===== src/rtl/fwd_hazard_unit.sv =====
// Forwarding-select and load-use hazard unit: tracks in-flight destination registers
// over NSTAGES bypass stages and registers per-operand bypass selects for EX.
module fwd_hazard_unit #(
   parameter int NSTAGES    = 2,
   parameter int LOAD_STAGE = 2,
   parameter int NSRC       = 2,
   parameter int RW         = 5,
   parameter int CNTW       = 16,
   localparam int SELW      = $clog2(NSTAGES + 1)
) (
   input  logic                   CLK,
   input  logic                   nRST,
   input  logic                   en,
   input  logic                   flush,
   input  logic                   id_valid,
   input  logic [NSRC*RW-1:0]     id_rsel,
   input  logic                   id_wen,
   input  logic [RW-1:0]          id_wsel,
   input  logic                   id_load,
   output logic                   stall,
   output logic [NSRC*SELW-1:0]   fwd_sel,
   output logic [CNTW-1:0]        stall_cnt
);

   generate
      if ((NSTAGES < 1) || (LOAD_STAGE < 1) || (LOAD_STAGE > NSTAGES)) begin : g_param_check
         $error("fwd_hazard_unit: illegal NSTAGES=%0d / LOAD_STAGE=%0d", NSTAGES, LOAD_STAGE);
      end
   endgenerate

   typedef struct packed {
      logic          valid;
      logic [RW-1:0] wsel;
      logic          is_load;
   } entry_t;

   entry_t                 ent [NSTAGES];
   entry_t                 dec_entry;
   logic [NSRC*SELW-1:0]   cand;
   logic                   hazard;
   logic                   accept;

   // NOTE: every variable assigned in always_comb gets a default first, so no path
   // leaves it unassigned and no latch is inferred.
   always_comb begin
      hazard = 1'b0;
      cand   = '0;
      for (int i = 0; i < NSRC; i++) begin
         logic          found;
         logic [RW-1:0] rs;
         found = 1'b0;
         rs    = id_rsel[i*RW +: RW];
         // Scan youngest-first; the first hit shadows older stages and the register file.
         for (int j = 0; j < NSTAGES; j++) begin
            if (!found && ent[j].valid && (ent[j].wsel == rs) && (rs != '0)) begin
               found                  = 1'b1;
               cand[i*SELW +: SELW]   = SELW'(j + 1);
               if (ent[j].is_load && ((j + 1) < LOAD_STAGE))
                  hazard = 1'b1;
            end
         end
      end
   end

   assign stall  = id_valid & ~flush & hazard;
   assign accept = id_valid & ~stall & ~flush;

   always_comb begin
      dec_entry.valid   = id_wen & (id_wsel != '0);
      dec_entry.wsel    = id_wsel;
      dec_entry.is_load = id_load;
   end

   // NOTE: state updates use non-blocking assignments so every stage shifts from the
   // values held before the edge, independent of statement order.
   // NOTE: the tracking array is tiny and its valid bits gate all hazard logic, so it
   // is reset explicitly rather than treated as uninitialised storage.
   always_ff @(posedge CLK or negedge nRST) begin
      if (!nRST) begin
         for (int j = 0; j < NSTAGES; j++) ent[j] <= '0;
         fwd_sel   <= '0;
         stall_cnt <= '0;
      end else if (en) begin
         for (int j = 1; j < NSTAGES; j++) ent[j] <= ent[j-1];
         ent[0]  <= accept ? dec_entry : '0;
         fwd_sel <= accept ? cand : '0;
         if (stall && (stall_cnt != '1))
            stall_cnt <= stall_cnt + 1'b1;
      end
   end

endmodule


===== config.mk =====
export PLATFORM = sky130hd
export DESIGN_NAME = fwd_hazard_unit
export DESIGN_NICKNAME = d
export VERILOG_FILES = /design/src/rtl/fwd_hazard_unit.sv
export SDC_FILE = /design/constraint.sdc
export NUM_CORES = 1
export LEC_CHECK = 0
export ABC_AREA = 0
export BUFFER_PORTS_ARGS = -buffer_cell sky130_fd_sc_hd__buf_2
export CORE_MARGIN = 2
export CORE_UTILIZATION = 47
export DETAILED_ROUTE_END_ITERATION = 6
export PLACE_DENSITY_LB_ADDON = 0.12
export SETUP_SLACK_MARGIN = 0.4
export SLEW_MARGIN = 20
export SYNTH_ARGS = -nofsm -noshare
export SYNTH_HDL_FRONTEND = slang
export SYNTH_SLANG_ARGS = --single-unit

===== constraint.sdc =====
create_clock -name CLK -period 1.8 [get_ports CLK]
set_clock_uncertainty 0.2 [all_clocks]
set_input_delay 0.36 -clock CLK [delete_from_list [all_inputs] [get_ports CLK]]
set_output_delay 0.36 -clock CLK [all_outputs]
set_load 0.01 [all_outputs]

# Word level (Yosys, flattened, before mapping)
# Cells that the tools add are included.
# W data, S select, Z words.
totals:
  regBits: 33
  input_bits: 22
  wordCells: 49
classes:
  add_sub_neg: 1
  n_eq_ne: 5
  mux: 12
  bitwise_logic: 7
  reduce_logical: 17
ops:
  columns: ["operator", "count"]
  rows:
  - ["$eq A5 B5 Y1", 4]
  - ["$add A16 B1 Y16 const B", 1]
  - ["$ne A16 B16 Y1 const B", 1]
  - ["$reduce_bool A5 Y1", 3]
  - ["$logic_and A1 B1 Y1", 11]
  - ["$mux W1", 8]
  - ["$mux W7", 1]
  - ["$and A1 B1 Y1", 5]
  - ["$mux W2", 2]
  - ["$mux W4", 1]
  - ["$logic_not A1 Y1", 2]
  - ["$not A1 Y1", 2]
  - ["$reduce_and A2 Y1", 1]

# Longest topological paths before layout
# Gate-level depths: netlist of the first run.
depth:
  depth_word: 11
  ltp_mapped: 7
  mapped_depth_nobuf: 6

# Least setup slack after synthesis of the first run
# No wires, ideal clock.
synth_timing:
  kind: "reg2reg"
  from: "register stall_cnt[11]"
  to: "register stall_cnt[1]"
  setup_time_ns: 0.125
  arrival_time_ns: 1.802
  slack_ns: -0.327
  path_stages_with_launch: 7
  path_buffers: 1
  cell_sequence: "dfrtp_1 > and4_1 > nand3_2 > or4_1 > o211a_1 > buf_6 > mux2_4"
synth_between:
  elab_chain_cells: 3
synth_rtl:
  columns: ["element", "line", "source"]
  rows:
  - ["start: declaration", "22", "output logic [CNTW-1:0] stall_cnt"]
  - ["start signal: assignment", "88", "stall_cnt <= stall_cnt + 1'b1;"]
  - ["$ne A16 B16 Y1", "87", "if (stall && (stall_cnt != '1))"]
  - ["$logic_and A1 B1 Y1", "87", null]
  - ["$reduce_and A2 Y1 (no line)", null, null]
# Every way passes these cells.
# A chain may end at the register's enable or synchronous reset.

# Worst setup path after layout of the first run
layout_timing:
  from: "register ent[11] in the netlist's numbering"
  to: "output stall"
layout_between:
  elab_chain_cells: 7
  word_cells_on_any_way: 10
  classes_between: "eq/ne (2); mux (3); bitwise (1); reduce/logical (4)"
layout_rtl:
  columns: ["element", "line", "source"]
  rows:
  - ["start: declaration", "37", "entry_t ent [NSTAGES];"]
  - ["$eq A5 B5 Y1", "55", "if (!found && ent[j].valid && (ent[j].wsel == rs) && (rs != '0)) begin"]
  - ["$logic_and A1 B1 Y1 (2 in a row)", "55", null]
  - ["$mux W1", "55", null]
  - ["$mux W1", "58", "if (ent[j].is_load && ((j + 1) < LOAD_STAGE))"]
  - ["$mux W1 *", "55", null]
  - ["$and A1 B1 Y1 *", "65", "assign stall = id_valid & ~flush & hazard;"]
  - ["end: declaration", "20", "output logic stall,"]
# Mark *: on every way between the ends. The rest lies on a longest branch, timed or not.

==> results of run 1 <==
==> sequential cells by signal, indices dropped and copies added, names as in the netlist <==
register and flops:
stall_cnt 16, ent 13, fwd_sel 4
==> metal layers <==
metal,vias to the layer above,global-route usage
met5,-,0
met4,0,0.09574
met3,15,0.06597
met2,64,0.4492
met1,819,0.3059
li1,772,-
==> Yosys cell counts (2+ instances only) <==
cell      number
dfrtp_1       33
nor2_2         2
a32o_1         3
inv_1          5
nand3_1        8
nor4_4         2
a22o_1         6
o21ai_0        2
nand2b_1       2
nor2_1         9
nand2_1        7
nor4_1         6
and2_1         2
mux2_2         6
xnor2_1       14
nor3_1         3
nand4_1        4
xor2_1        21
or4_1          5
==> worst min-delay path by stage <==
stage | startpoint | to | slack (ps) | cells past startpoint
floorplan | nRST | ent[10] | -140 | 0
global placement | nRST | ent[1] | 200 | 2
detailed placement | nRST | fwd_sel[0] | 210 | 2
CTS | id_load | ent[7] | 50 | 2
global route | id_load | ent[7] | 50 | 2
finish | id_load | ent[7] | 50 | 2
==> cell usage in the layout, fill, tap and decap left out, types with 3 or more instances in the layout <==
cell	Yosys	layout
xor2_1	21	21
xnor2_1	14	12
buf_6	1	43
a22o_1	6	6
nor4_4	2	8
nand4_1	4	4
nor2_4	0	4
or4_4	0	3
clkbuf_4	0	5
buf_2	1	26
nor2_1	9	6
inv_1	5	5
dfrtp_1	33	32
nand3_1	8	4
nand3_2	1	5
buf_4	0	37
mux2_2	6	6
a32o_1	3	3
nand2_1	7	5
==> final cells by class <==
cell class | count | area, sq um
Multi-Input combinational cell | 111 | 1061
Clock buffer | 7 | 55.05
Inverter | 6 | 22.52
Sequential cell | 33 | 827.0
Fill cell | 161 | 470.5
Timing Repair Buffer | 108 | 922.1
Tap cell | 46 | 57.56
==> per-stage QoR <==
stage	setup TNS [ps]	std cells
2_1_floorplan	-3319	153
3_5_place_dp	-9436	277
4_1_cts	-7420	296
3_3_place_gp	-8252	277
6_report	-7705	311
5_1_grt	-10610	311
==> logic make-up (layout without fill, tap and decap cells) <==
logic type | Yosys count | in the layout
AO/OA/AOI/OAI | 15 | 15
XOR/XNOR | 35 | 35
adder cells (fa/ha/maj) | 1 | 1
buffers and inverters | 9 | 121
flip-flops | 33 | 33
multiplexers | 7 | 7
AND/OR/NAND/NOR | 53 | 53
==> power by group <==
group | switching, uW | internal (uW)
logic | 103 | 98.0
clock network | 244 | 184
registers | 25.1 | 760
total | 373 | 1040
==> timing repair <==
item | CTS | global route
cloned | 0 | 0
setup buffers | 11 | 15
endpoints found under the setup margin | 48 | 48
pin swaps | 28 | 12
hold buffers | 1 | 0
resized for setup | 51 | 23
hold endpoints to repair | 33 | 0
==> impl_metrics.csv, run 1 <==
group,metric,value,unit
global_route,grt_pass1_vias,1757,
cts,cts_tree,"built",
floorplan,pin_count,43,
run,cap_violations,0,
yosys,yosys.area_share.simple,0.1875,
detailed_routing,top_layer,"met4",
layout,final_core_util,0.8623,
placement,post-dp-hpwl,3269,microns
layout,drive_gt1_frac,0.5774,
yosys,ys_ff_latch,33,
sta,min_period,2279,ps
run_status,violations,"setup timing",
cts,root_buffer,"clkbuf_4",
yosys,syn_inst,153,
global_route,grt_overflow,0,
sta,worstMarginPinSlew,417.4,ps
detailed_routing,post_drt_wl_per_cell,18.08,microns
yosys,synth_async_sr_flop_share,1.000,
cts,cts.clk_slew.worst_paths,100,ps
layout,antenna_cells_inserted,0,
yosys,ys.flop_type,"dfrtp_1",
yosys,synth_top_family_by_area,"simple AND/OR/NAND/NOR gates",
critical_path,critPathSlowestCell,"dfrtp_2",
placement,dpl_worst_slack,-470.1,ps
power,irDropWorstVdd,0.4379,mV
detailed_routing,dr_total_vias,1670,
sta,whs,51.54,ps
layout,fin_area,0.002945,sq mm
layout,area.growth.synth_to_final,71.70,%
critical_path,rr_startpoint,"ent[11]",
critical_path,critPathCaptureType,"output pin",
yosys,synthMuxAreaShare,0.04814,
floorplan,die_h,64.42,microns
critical_path,crit_end,"stall",
yosys,synth_fa_ha_area_frac,0.007294,
power,total_power,1415,uW
critical_path,worstPathMaxFanout,3,
critical_path,reg2reg_to,"stall_cnt[9]",
critical_path,crit_chain,"xnor2_1, nand4_1, nor4_4, o21ai_2, nor2_1, buf_2",
power,leakagePower,0.001458,uW
floorplan,die_area,0.004149,sq mm
global_route,groute.usage.overall,0.2575,
placement,dpl-instance-area,0.002310,sq mm
yosys,yosysSeqAreaShare,0.4814,
yosys,synth_compound_area_frac,0.07221,
placement,io_buffer_count,42,
detailed_routing,first_pass_iters,4,
global_route,antenna_found_initial,0,
yosys,yosys_warnings,0,
critical_path,reg2reg_slack,-460,ps
yosys,synth_fp_nets,176,
floorplan,fp-row-count,21,
global_route,grt_max_degree,34,
hold_path,min_path_type,"input port to register",
yosys,synth_largest_area_cell,"dfrtp_1",
critical_path,crit_buf_inv,1,
detailed_routing,wl_met2,3067,microns
cts,clock_sink_count,33,
cts,h-tree-depth,2,
critical_path,crit_cells,6,
cts,cts_buffers,5,
detailed_routing,wirelength,5623,microns
detailed_routing,drt-initial-drc-count,97,
sta,fin_crit_sh,1.266,
yosys,netlist_top_cells_area,"dfrtp_1 (48%), xor2_1 (11%), xnor2_1 (7.1%)",
detailed_routing,ant_nets,0,
power,powerDensity,480.5,mW/mm^2
detailed_routing,via_per_inst,5.370,
cts,clk_latency,340,ps
critical_path,reg2regPathDepth,9,
yosys,avgSynthCellArea,11.21,sq um
yosys,synth_area,0.001715,sq mm
detailed_routing,wl_met3,328,microns
placement,gp_congestion,0.8642,
critical_path,worstSetupPathType,"register to output pin",
sta,finalHoldViolCount,0,
run_status,status,"finished, violations left",
yosys,synth-edff-count,0,
sta,max_freq,438.7,MHz
sta,relSlewSlack,0.7218,
floorplan,core-area,0.003416,sq mm
critical_path,crit_start,"ent[11]",
critical_path,crit_arrival,1720,ps
yosys,synth_cell_types,32,
detailed_routing,wirelength_met1,2110,microns
sta,rsz0062_at_grt,"true",
critical_path,cp-start-kind,"register",
critical_path,worstPathRequired,1240,ps
floorplan,die_x,64.42,microns
cts,clk_path_buf_depth,2,
yosys,synth_top_area_frac,0.4814,
critical_path,cpPeakStageDelay,450,ps
sta,drv_slew,0,
floorplan,initial_core_util,0.5022,
sta,setup_viol,28,
global_route,grt_pass1_wl,8100,microns
detailed_routing,drc,0,
yosys,yosys.area_share.xor_xnor,0.1787,
sta,finalWorstSetupSlack,-479.2,ps
layout,final_nets,288,
critical_path,path_delay_family,"simple AND/OR/NAND/NOR gates",
Power figures use the tool's default switching activity.
==> run 2, diff against run 1 <==
--- a/config.mk
+++ b/config.mk
@@ -12,2 +12,3 @@
 export DETAILED_ROUTE_END_ITERATION = 6
+export HOLD_SLACK_MARGIN = 0.05
 export PLACE_DENSITY_LB_ADDON = 0.12
==> constraint.sdc (replaced) <==
create_clock -name CLK -period 1.8 [get_ports CLK]
set_clock_uncertainty 0.2 [all_clocks]
set_input_delay 0 -clock CLK [delete_from_list [all_inputs] [get_ports CLK]]
set_output_delay 0 -clock CLK [all_outputs]
set_load 0.01 [all_outputs]
==> run 2 against run 1 <==
Net effect: non-clock buffer count fell by 9; the run still ends with setup timing left; critical endpoint is now fwd_sel[1]; worst setup slack improved by 180 ps; largest power group unchanged; global-route usage fell by 1.6 points; largest cell class unchanged; hold slack got worse by 18 ps.
==> impl_metrics.csv, run 2 (synthesized netlist as in run 1, its figures left out) <==
group,metric,value,unit
run_status,status,"finished, violations left",
run_status,violations,"setup timing",
sta,relSlewSlack,0.5243,
layout,final_common_cell,"buf_2",
sta,setup-tns-final,-5655,ps
floorplan,die_h,64.42,microns
sta,worstMarginPinSlew,713.5,ps
detailed_routing,drt-initial-drc-count,104,
detailed_routing,dr_total_vias,1637,
hold_path,min_path_type,"input port to async pin",
layout,top_register,"stall_cnt",
global_route,grt-busiest-layer,"met2",
global_route,antenna_found_initial,0,
floorplan,die_x,64.42,microns
global_route,grt_pass1_vias,1628,
sta,finalWorstSetupSlack,-300.4,ps
global_route,met1_usage,0.3050,
detailed_routing,wirelength,5019,microns
critical_path,worstPathMaxFanout,5,
global_route,grt_util_met3,0.05729,
layout,area.growth.synth_to_final,59.37,%
detailed_routing,ant_nets,0,
placement,post-dp-hpwl,2971,microns
layout,reg_top3,"stall_cnt x16, ent x13, fwd_sel x4",
placement,io_buffer_count,42,
cts,cts_buffers,5,
power,irDropWorstVdd,0.5785,mV
critical_path,worstSetupPathType,"register to register",
cts,cts.clk_slew.worst_paths,110,ps
detailed_routing,first_pass_iters,4,
run,cap_violations,0,
detailed_routing,drc,0,
detailed_routing,post_drt_wl_per_cell,16.51,microns
sta,min_period,2100,ps
sta,fin_crit_sh,1.167,
critical_path,crit_chain,"xnor2_1, nand4_1, nor4_4, buf_4, o21ai_4, buf_4, and2_4, a32o_1",
layout,final_core_util,0.8004,
layout,drive_gt1_frac,0.5426,
cts,h-tree-depth,2,
critical_path,rr_startpoint,"ent[10]",
critical_path,critPathCaptureType,"register",
layout,largest_reg_flops,16,
cts,clk_latency,340,ps
cts,root_buffer,"clkbuf_4",
global_route,grt_pass1_wl,7583,microns
sta,drv_slew,0,
layout,final_cell_mix,"buf_2 (42), buf_4 (39), dfrtp_1 (31)",
cts,clock_sink_count,33,
critical_path,reg2regPathDepth,8,
floorplan,pin_count,43,
placement,dpl_worst_slack,-307.1,ps
critical_path,critPathMostFrequentCell,"buf_4",
power,leakagePower,0.001368,uW
cts,cts_tree,"built",
sta,rsz0062_at_grt,"true",
floorplan,initial_core_util,0.5022,
placement,dp_cells,273,
critical_path,crit_cells,8,
global_route,grt_overflow,0,
critical_path,path_delay_family,"simple AND/OR/NAND/NOR gates",
sta,setup_viol,26,
power,total_power,1571,uW
global_route,grt_max_degree,34,
critical_path,cpPeakStageDelay,430,ps
floorplan,die_area,0.004149,sq mm
detailed_routing,via_per_inst,5.385,
critical_path,crit_start,"ent[10]",
critical_path,reg2reg_to,"fwd_sel[1]",
sta,max_freq,476.1,MHz
critical_path,crit_end,"fwd_sel[1]",
critical_path,reg2reg_slack,-300,ps
critical_path,worstPathRequired,1830,ps
layout,final_nets,280,
placement,gp_congestion,0.8542,
critical_path,crit_buf_inv,2,
global_route,grtUsageMet2,0.4115,
sta,finalHoldViolCount,0,
floorplan,core-area,0.003416,sq mm
layout,antenna_cells_inserted,0,
global_route,groute.usage.overall,0.2414,
critical_path,cp-start-kind,"register",
critical_path,crit_arrival,2130,ps
critical_path,critPathSlowestCell,"dfrtp_1",
floorplan,fp-row-count,21,
cts,clk_path_buf_depth,2,
power,powerDensity,574.8,mW/mm^2
layout,fin_cells,304,
==> run 2: worst min-delay path by stage <==
| stage | start | endpoint | slack, ps | cells past startpoint |
|---|---|---|---|---|
| finish | nRST | stall_cnt[12] | 30 | 2 |
| floorplan | nRST | ent[10] | -500 | 0 |
| detailed placement | nRST | ent[1] | -100 | 1 |
| global placement | nRST | ent[1] | -120 | 1 |
| CTS | nRST | stall_cnt[12] | 50 | 2 |
| global route | nRST | stall_cnt[12] | 80 | 2 |
==> run 2: metrics by stage <==
stage / cell area [sq um] / hold slack (ps)
finish: 2734 / 33.83
global route: 2734 / 77.90
CTS: 2595 / 52.44
detailed placement: 2245 / -101.6
global placement: 2245 / -118.5
floorplan: 1740 / -495.6
==> run 2: power by group <==
| group | internal (uW) | switching, uW | leakage (uW) |
|---|---|---|---|
| logic | 102 | 92.6 | 0.000881 |
| registers | 761 | 25.0 | 0.000441 |
| clock network | 332 | 260 | 0.0000455 |
==> run 2: timing repair <==
item,in CTS,in global routing
setup endpoints to repair,28,28
setup buffers,8,4
pin swaps,16,15
hold endpoints to repair,50,0
cloned,1,0
resized for setup,27,20
hold buffers,10,0
==> run 2: layout make-up <==
type / instances / area [sq um]
Timing Repair Buffer: 99 / 693.2
Inverter: 6 / 22.52
Multi-Input combinational cell: 112 / 1047
Tap cell: 46 / 57.56
Clock buffer: 7 / 55.05
Fill cell: 209 / 681.9
Sequential cell: 33 / 828.3
Clock inverter: 1 / 30.03
==> run 2: layer usage <==
metal | routed length (microns) | part of all wire | vias to the layer above
met4 | 170 | 0.034 | 0
met1 | 2013 | 0.40 | 803
met2 | 2511 | 0.50 | 67
li1 | - | - | 750
met5 | 0 | 0 | -
met3 | 324 | 0.065 | 17
==> run 3, diff against run 2 <==
CORE_UTILIZATION = 52   (was 47)
clock period = 2.1 ns   (was 1.8 ns; I/O delays follow)
==> run 3 against run 2 <==
Net effect: the run now ends clean; hold slack improved by 12 ps; first-iteration DRC count rose by 12%; flip-flop and latch count is the same; sequential power fell by 14%; global-route usage increased by 3.9 points; non-clock buffer count shrank 8; via count decreased by 2.0%; total power decreased by 23%; clock power is 38% lower; sequential share of layout area up 0.83 points; design area is 2.7% lower; utilization is 5.7 points higher.
==> impl_metrics.csv, run 3 (synthesized netlist as in run 1, its figures left out) <==
group,metric,value,unit
critical_path,worstPathMaxFanout,3,
detailed_routing,dr_total_vias,1604,
sta,drv_slew,0,
global_route,groute.usage.overall,0.2804,
power,total_power,1206,uW
critical_path,reg2reg_to,"stall_cnt[13]",
detailed_routing,via_per_inst,5.474,
sta,relSlewSlack,0.5177,
layout,reg_top3,"stall_cnt x16, ent x13, fwd_sel x4",
detailed_routing,ant_nets,0,
layout,largest_reg_flops,16,
layout,fin_cells,293,
critical_path,reg2reg_slack,40,ps
critical_path,crit_chain,"xnor2_1, nand4_1, nor4_4, buf_4, o21ai_4, nor2_1, buf_2",
sta,finalHoldViolCount,0,
detailed_routing,post_drt_wl_per_cell,17.74,microns
layout,final_core_util,0.8577,
global_route,grt-busiest-layer,"met2",
global_route,grt_max_degree,34,
layout,final_common_cell,"buf_2",
hold_path,min_path_type,"input port to async pin",
global_route,grtUsageMet2,0.4605,
critical_path,worstPathRequired,1900,ps
critical_path,worstSetupPathType,"register to output pin",
critical_path,critPathCaptureType,"output pin",
placement,gp_congestion,0.9269,
sta,rsz0062_at_grt,"true",
layout,final_cell_mix,"buf_2 (42), dfrtp_1 (31), buf_4 (28)",
power,powerDensity,453.1,mW/mm^2
power,leakagePower,0.001366,uW
critical_path,reg2regPathDepth,8,
sta,min_period,2072,ps
critical_path,critPathSlowestCell,"dfrtp_1",
critical_path,cp-start-kind,"register",
layout,area.growth.synth_to_final,55.14,%
floorplan,initial_core_util,0.5528,
cts,cts_buffers,5,
detailed_routing,drt-initial-drc-count,116,
layout,final_nets,272,
power,irDropWorstVdd,0.3609,mV
sta,setup_viol,0,
layout,drive_gt1_frac,0.4980,
run_status,status,"finished, final reports clean",
cts,clk_path_buf_depth,2,
sta,max_freq,482.6,MHz
cts,h-tree-depth,2,
floorplan,die_area,0.003774,sq mm
floorplan,die_x,61.44,microns
critical_path,crit_arrival,1870,ps
detailed_routing,drc,0,
global_route,met1_usage,0.3450,
sta,fin_crit_sh,0.9867,
sta,whs,45.73,ps
critical_path,rr_startpoint,"ent[10]",
cts,cts.clk_slew.worst_paths,90,ps
detailed_routing,wirelength,5198,microns
placement,io_buffer_count,42,
layout,antenna_cells_inserted,0,
critical_path,cpPeakStageDelay,420,ps
placement,dp_cells,247,
run,cap_violations,0,
sta,setup-tns-final,0,ps
floorplan,die_h,61.44,microns
cts,cts_tree,"built",
cts,root_buffer,"clkbuf_4",
layout,top_register,"stall_cnt",
layout,n_fill_cell,186,
placement,post-dp-hpwl,2883,microns
global_route,grt_pass1_wl,7527,microns
global_route,grt_pass1_vias,1656,
cts,clk_latency,340,ps
floorplan,pin_count,43,
global_route,grt_util_met3,0.06933,
floorplan,core-area,0.003103,sq mm
sta,worstMarginPinSlew,723.5,ps
global_route,antenna_found_initial,0,
cts,clock_sink_count,33,
detailed_routing,first_pass_iters,4,
global_route,grt_overflow,0,
floorplan,fp-row-count,20,
## run 3: cell types whose count changed in the layout (fill, tap and decap cells not counted), moves of 2 or more
cell / delta
xor2_2: -3
xor2_1: +3
buf_4: -11
xnor2_2: +2
buf_6: -2
dlymetal6s4s_1: +2
dlygate4sd3_1: +3
xnor2_1: -2
nor2_2: -3
nor2_1: +2
nor4_2: -2
## run 3: area by class of cell
cell class | count | area, sq um | area share
Timing Repair Buffer | 91 | 643.1 | 0.2417
Tap cell | 44 | 55.05 | 0.02069
Multi-Input combinational cell | 112 | 1057 | 0.3973
Inverter | 6 | 22.52 | 0.008463
Sequential cell | 33 | 828.3 | 0.3112
Clock buffer | 7 | 55.05 | 0.02069
## run 3: through the flow
step	setup slack (ps)	instance area [sq um]
2_1_floorplan	-21.00	1740
3_3_place_gp	74.79	2062
3_5_place_dp	-0.6464	2062
4_1_cts	103.2	2516
5_1_grt	-61.51	2661
6_report	27.91	2661
## run 3: timing repair
| action | 4_1_cts | 5_1_grt |
|---|---|---|
| hold buffers | 16 | 2 |
| pin swaps | 19 | 14 |
| hold endpoints to repair | 48 | 4 |
| gates resized for setup | 26 | 21 |
| setup endpoints to repair | 26 | 31 |
| buffers inserted | 16 | 7 |
| gates cloned | 1 | 0 |
## run 3: critical path, delay by kind of cell (launching register included)
kind | cells | cell delay [ps]
and+or+nand+nor | 3 | 490
buffers and inverters | 2 | 350
xor gates and xnor gates | 1 | 190
AOI/OAI and AO/OA | 1 | 70
DFF | 1 | 420
## run 3: how the worst max path moves through the flow
stage                              from      endpoint  cells after the start
after floorplan           stall_cnt[11]  stall_cnt[1]                      6
after global placement    stall_cnt[13]  stall_cnt[1]                      5
after detailed placement  stall_cnt[13]  stall_cnt[1]                      5
after CTS                       ent[11]         stall                      7
after global routing            ent[10]         stall                      7
final                           ent[10]         stall                      7
## run 3: power breakdown
part           leakage (uW)  internal (uW)  switching (uW)
combinational      0.000893           87.5            78.3
clock             0.0000314            158             210
sequential         0.000441            652            21.0
## run 3: layer usage
metal	vias up	wire, microns
li1	738	-
met1	795	2139
met5	-	0
met2	56	2696
met3	15	233
met4	0	127
